[config.mk]
export PLATFORM = sky130hd
export DESIGN_NAME = jk_updown_counter
export DESIGN_NICKNAME = d
export VERILOG_FILES = /design/src/rtl/jk_updown_counter.sv
export SDC_FILE = /design/constraint.sdc
export NUM_CORES = 1
export LEC_CHECK = 0
export CAP_MARGIN = 10
export CORE_ASPECT_RATIO = 1.1
export CORE_UTILIZATION = 45
export DETAILED_ROUTE_END_ITERATION = 10
export PLACE_DENSITY = 0.76
export SLEW_MARGIN = 5
export SYNTH_ARGS = -nofsm -noshare
export SYNTH_HDL_FRONTEND = slang
export SYNTH_SLANG_ARGS = --single-unit
export TNS_END_PERCENT = 20
[constraint.sdc]
create_clock -name clk -period 3.45 [get_ports clk]
set_input_delay 0.8625 -clock clk [delete_from_list [all_inputs] [get_ports clk]]
set_output_delay 0.8625 -clock clk [all_outputs]
set_load 0.05 [all_outputs]
[src/rtl/jk_updown_counter.sv]
// jk_updown_counter
//   Synchronous modulo-MODULO up/down counter built from a bank of JK flops.
//   Count steps use T-to-JK excitation (J=K=T); load and wrap use direct
//   set/clear excitation (J=d, K=~d).
// Ports:
//   clk      rising-edge clock
//   rst      synchronous reset, active-high
//   en       count enable
//   up       direction, 1 = increment, 0 = decrement
//   load     synchronous parallel load (wins over en)
//   load_val value to load, clamped to MODULO-1
//   Q        counter state, one JK flop per bit
//   Q_bar    complement of Q, from each flop's Q_bar
//   tc       terminal count, combinational
//   wrap     registered one-cycle pulse, high while Q shows the post-wrap value

// jk_ff
//   JK flip-flop with synchronous active-high reset to 0.
//   JK: 00 hold, 01 clear, 10 set, 11 toggle.
// Ports: clk, rst, J, K inputs; Q, Q_bar outputs.
module jk_ff (
  input  logic clk,
  input  logic rst,
  input  logic J,
  input  logic K,
  output logic Q,
  output logic Q_bar
);

  logic q_q;
  logic q_d;

  always_comb begin
    q_d = q_q;
    unique case ({J, K})
      2'b00:   q_d = q_q;
      2'b01:   q_d = 1'b0;
      2'b10:   q_d = 1'b1;
      default: q_d = ~q_q;
    endcase
  end

  always_ff @(posedge clk) begin
    if (rst) q_q <= 1'b0;
    else     q_q <= q_d;
  end

  assign Q     = q_q;
  assign Q_bar = ~q_q;

endmodule

module jk_updown_counter #(
  parameter int WIDTH  = 4,
  parameter int MODULO = 16
) (
  input  logic             clk,
  input  logic             rst,
  input  logic             en,
  input  logic             up,
  input  logic             load,
  input  logic [WIDTH-1:0] load_val,
  output logic [WIDTH-1:0] Q,
  output logic [WIDTH-1:0] Q_bar,
  output logic             tc,
  output logic             wrap
);

  localparam logic [WIDTH-1:0] MAX_VAL = WIDTH'(MODULO - 1);

  logic [WIDTH-1:0] j;
  logic [WIDTH-1:0] k;
  logic [WIDTH-1:0] load_d;
  logic [WIDTH-1:0] t_up;
  logic [WIDTH-1:0] t_dn;
  logic             at_max;
  logic             at_zero;
  logic             wrap_d;
  logic             wrap_q;

  // Zero-extend before comparing so MODULO = 2^WIDTH is handled correctly.
  assign load_d  = (32'(load_val) >= 32'(MODULO)) ? MAX_VAL : load_val;
  assign at_max  = (Q == MAX_VAL);
  assign at_zero = (Q == '0);

  // Toggle enables: a bit flips when every lower bit is 1 (up) or 0 (down).
  always_comb begin
    t_up    = '0;
    t_dn    = '0;
    t_up[0] = 1'b1;
    t_dn[0] = 1'b1;
    for (int i = 1; i < WIDTH; i++) begin
      t_up[i] = t_up[i-1] & Q[i-1];
      t_dn[i] = t_dn[i-1] & Q_bar[i-1];
    end
  end

  // Excitation; reset is applied inside each flop and overrides all of this.
  always_comb begin
    j      = '0;
    k      = '0;
    wrap_d = 1'b0;
    if (load) begin
      j = load_d;
      k = ~load_d;
    end else if (en) begin
      if (up) begin
        if (at_max) begin
          j      = '0;
          k      = '1;
          wrap_d = 1'b1;
        end else begin
          j = t_up;
          k = t_up;
        end
      end else begin
        if (at_zero) begin
          j      = MAX_VAL;
          k      = ~MAX_VAL;
          wrap_d = 1'b1;
        end else begin
          j = t_dn;
          k = t_dn;
        end
      end
    end
  end

  for (genvar g = 0; g < WIDTH; g++) begin : g_bit
    jk_ff u_jk (
      .clk   (clk),
      .rst   (rst),
      .J     (j[g]),
      .K     (k[g]),
      .Q     (Q[g]),
      .Q_bar (Q_bar[g])
    );
  end

  always_ff @(posedge clk) begin
    if (rst) wrap_q <= 1'b0;
    else     wrap_q <= wrap_d;
  end

  assign wrap = wrap_q;
  assign tc   = en & ((up & at_max) | (~up & at_zero));

endmodule

Word level (Yosys, flattened, before mapping)
Index checks and enable logic that the tools add are counted.
Storage, ports and cells
  flip-flop bits (word level): 5
  bits of input ports: 9
  word-level logic and storage cells: 52
  output and inout port bits: 10
Operators by class
  mux-type cells: 17
  bitwise operators: 15
  reduce and logical (&&, ||, !) cells: 6
  equality and inequality tests: 9
Operator list (count)
  $mux 4: 10
  $pmux 1 s3: 4
  $eq 2x1->1 const B: 4
  $eq 2x2->1 const B: 4
  $logic_not 2->1: 4
  $and 1x1->1: 7
  $not 1->1: 6
  $eq 4x4->1 const B: 1
  $logic_not 4->1: 1
  $not 4->4: 1
  $mux 1: 3
  $reduce_or 3->1: 1
  $or 1x1->1: 1

Depth between registers and ports, before layout
  depth after elaboration: 9
  mapped depth: 8
  depth with buffers taken out: 7

Hierarchy
A second synthesis with hierarchy kept.
Unflattened totals
  cells, all modules: 80
  area, all modules: 600.6 µm²
By module, submodules not included
  jk_ff: seq. area each 20.0 µm², area each 80.1 µm², instances 4, cells each 10
  jk_updown_counter: seq. area each 20.0 µm², area each 280.3 µm², instances 1, cells each 40

Worst setup path before layout
OpenSTA, ideal clock, no wires.
  kind: input to output
  start point: in up
  end point: out tc
  buffers on the path: 0
  cell stages on the path: 3
  path slack: 548 ps
  arrival time: 2040 ps
  required time: 2588 ps
  cell sequence: or2_4 nand2b_4 a21boi_1
On the way
  longest elaborated chain between the ends: 4
  elaborated cells between the ends (all ways): 5
  those cells by class: bitwise: 5
RTL lines
  start: declaration: RTL line 60  | input logic up,
  $not 1->1: RTL line 146  | assign tc = en & ((up & at_max) | (~up & at_zero));
  $and 1x1->1: RTL line 146
  $or 1x1->1 *: RTL line 146
  $and 1x1->1 *: RTL line 146
  end: declaration: RTL line 65  | output logic tc,
Every way passes the cells marked *; elsewhere a longest branch is shown, timed or not.

Final worst setup path
Same ends and word-level chain as after synthesis.

==> results by group <==
Global routing
  • Grt ovf: 0
  • Vias in the first global route: 573
  • Initial antenna violation count: 0
  • GR Util All Layers: 18.7%
  • First-pass GRT wire length: about 2.2 mm
  • Largest net degree at the start of global routing: 13

Critical path
  • Crit. Startpoint: up
  • Worst Path Max Fanout: 5
  • Setup CP Type: input port to primary output
  • Crit. End Element: primary output
  • Crit path launch type: input port
  • Crit-path cells: clkdlybuf4s50_1 > or2_4 > nand2b_4 > a21boi_1 > buf_12
  • Arrival time worst endpoint: 2.20 ns
  • Slowest stage delay, CP: 0.46 ns
  • Req. time, crit path: 2.59 ns
  • Reg2reg start: g_bit[0].u_jk.Q
  • Worst path slowest cell: clkdlybuf4s50_1

Status
  • Status: complete, no violations

Yosys
  • Count leader, synth: buf_4
  • Top cells by area, synth: dfxtp_1 15%, ha_1 15%, buf_4 9.8%, a221oi_1 6.4%, nor3_2 4.4%
  • Yosys top cell area share: 14.6%
  • Yosys Warn Count: 0
  • Asr flop ratio synth: 0%
  • Post-synth cell types: 34
  • Post-synth EDFFs: 0
  • Most used flip-flop cell after synthesis: dfxtp_1
  • Post-Syn Area per Cell: 8.48 sq um
  • Mapped Nets: 98
  • #FFs+latches synth: 5
  • Mapped Area: 687 sq um
  • Seq/Total Area, Yosys: 14.6%
  • Gate Count Post-Synth: 81
  • Most frequent cells after synthesis: 9 x buf_4, 8 x ha_1, 7 x inv_1
  • Largest area contributor in the netlist: dfxtp_1

Final layout
  • Layout cell share with drive strength beyond 1: 16.3%
  • Synth-to-Final Area Change: 21.5%
  • NumNets Final: 110
  • Ant diodes: 0

Clock network
  • H-tree depth: 1
  • CTS resizes: 0
  • Maximum buffer depth of the clock tree: 2
  • CTS Sinks: 5
  • Total CTS buffers: 3
  • Post-CTS Setup Bufs: 0
  • Hold buffers post-CTS: 0
  • Clock Pin Slew Worst Setup and Hold Paths: 0.04 ns
  • CTS tree: done
  • CTS root buf: clkbuf_4
  • Worst skew pair latency: 0.24 ns

Routing
  • Met2 WL post-DR: 656 um
  • First-pass DRT Iterations: 4
  • Initial DRC Count: 14
  • Antenna Violating Nets Remaining: 0
  • WL/cell: 12.1 um
  • M1 wire length: around 590 um
  • Total number of vias: 623
  • Highest routed layer: met3
  • DRC errors left: 0
  • Met3 wire len: 59 um
  • Vias per inst: 5.77
  • WL final: 1.31 mm

Run
  • Max-cap viol count: 0

Power and ir drop
  • Clock Power Share: 19.9%
  • Power per cell area: 410 nW/um^2
  • Pleak: 0.326 nW
  • Switching Share: between 40% and 50%
  • NetSw: around 0.00016 W
  • Total power: 0.000342 W
  • Seq pwr share: between 20 and 25%
  • Worst IR drop on VDD: 0.178 mV
  • Cell Int Power: 0.000186 W
  • Gate power share: 55.4%

Hold path
  • Worst hold start: g_bit[0].u_jk.Q
  • Worst hold path type: flop to flop

Floorplanning
  • Die width: 39.3 um
  • IO Count: 19
  • Die Footprint: approximately 1700 sq um
  • Initial core utilization: around half
  • Core area: 1400 sq um
  • Core Rows: 14
  • Die Ht: about 43 um

Timing
  • Fmax: 327 MHz
  • Fin. Hold Viols: 0
  • Worst slew margin: 67.1%
  • Final Slew Violations: 0
  • Min cycle time layout: between 3 and 4 ns
  • Worst Max-Slew Pin Slew: 0.492 ns
  • Final period utilization: around nine tenths
  • Total negative slack: 0 ns
  • Setup violations, final: 0
  • Setup repair after global routing missed its margin: no
  • Clock skew: 0.000405 ns

Placed design
  • GPL Wtd Cong: between 0.7 and 0.8
  • Port bufs: 18
  • DP HPWL: 1.03 mm
[cells by family (layout without fill, tap and decap cells)]
family | count (synthesis) | count (layout) | share of synthesized area (%)
buffers and inverters | 19 | 30 | 17.8
flip-flops | 5 | 5 | 14.6
AND/OR/NAND/NOR | 27 | 27 | 28.1
AO/OA/AOI/OAI | 22 | 22 | 25.0
adder cells (fa/ha/maj) | 8 | 8 | 14.6
[registers in the layout, summed over array words and instances (netlist names)]
register,flops
g_bit.u_jk.Q,4
wrap,1
[cell usage in the layout, fill, tap and decap left out, drive strengths merged, types with 2 or more instances in the layout]
cell type      Yosys  routed
nor2b              2       2
a21oi              3       3
ha                 8       8
nor3b              3       3
nor4               2       2
a22oi              2       2
clkdlybuf4s50      0      17
nor2               6       6
nand2              5       5
dfxtp              5       5
a22o               2       2
a221oi             5       5
clkbuf             1       4
inv                7       7
buf               11       2
a211oi             2       2
nor3               4       4
o21ai              2       2
nand2b             2       2
[final timing paths]
check	end	slack [ns]	cells after the start
setup / recovery	tc	0.39	5
hold reg to reg	g_bit[0].u_jk.Q	0.56	2
setup reg to reg	g_bit[3].u_jk.Q	1.42	7
hold / removal	g_bit[0].u_jk.Q	0.56	2
[layer usage]
metal | track usage [%] | vias to the layer above
met5 | 0 | -
met1 | 22.4 | 301
met4 | 3.45 | 0
met2 | 31.3 | 12
met3 | 6.81 | 0
li1 | - | 310
[cell type report]
class	instances	area (sq um)
clock buffer	4	26.3
fill	139	567
inverter	7	26.3
multi-input combinational	57	464
sequential	5	100
tap	16	20.0
timing repair buffer	19	198
[metrics by stage]
| step | cells | instance area (sq um) | hold slack, ns | utilization, % | setup WS [ns] |
|---|---|---|---|---|---|
| after floorplan | 81 | 687 | 0.500 | - | 0.548 |
| after detailed placement | 104 | 808 | 0.556 | 57.7 | 0.388 |
| after CTS | 108 | 835 | 0.562 | 59.6 | 0.385 |
| after global routing | 108 | 835 | 0.593 | 59.6 | 0.347 |
| after global placement | 104 | 808 | 0.542 | 57.7 | 0.424 |
| final | 108 | 835 | 0.558 | 59.6 | 0.390 |
[power groups by stage]
stage	sequential, W	combinational [W]	clock, W
final	0.0000847	0.000189	0.0000680
after global routing	0.0000866	0.000204	0.0000789
after CTS	0.0000848	0.000190	0.0000711
after detailed placement	0.0000859	0.000189	0
after global placement	0.0000852	0.000185	0
after floorplan	0.0000736	0.000170	0
[worst max-delay path, delay by kind of cell]
family / cells / cell delay [ns]
buffers and inverters: 2 / 0.64
and+or+nand+nor: 2 / 0.44
AOI/OAI and AO/OA: 1 / 0.26
Note: power is estimated with default switching activity, not from simulation.
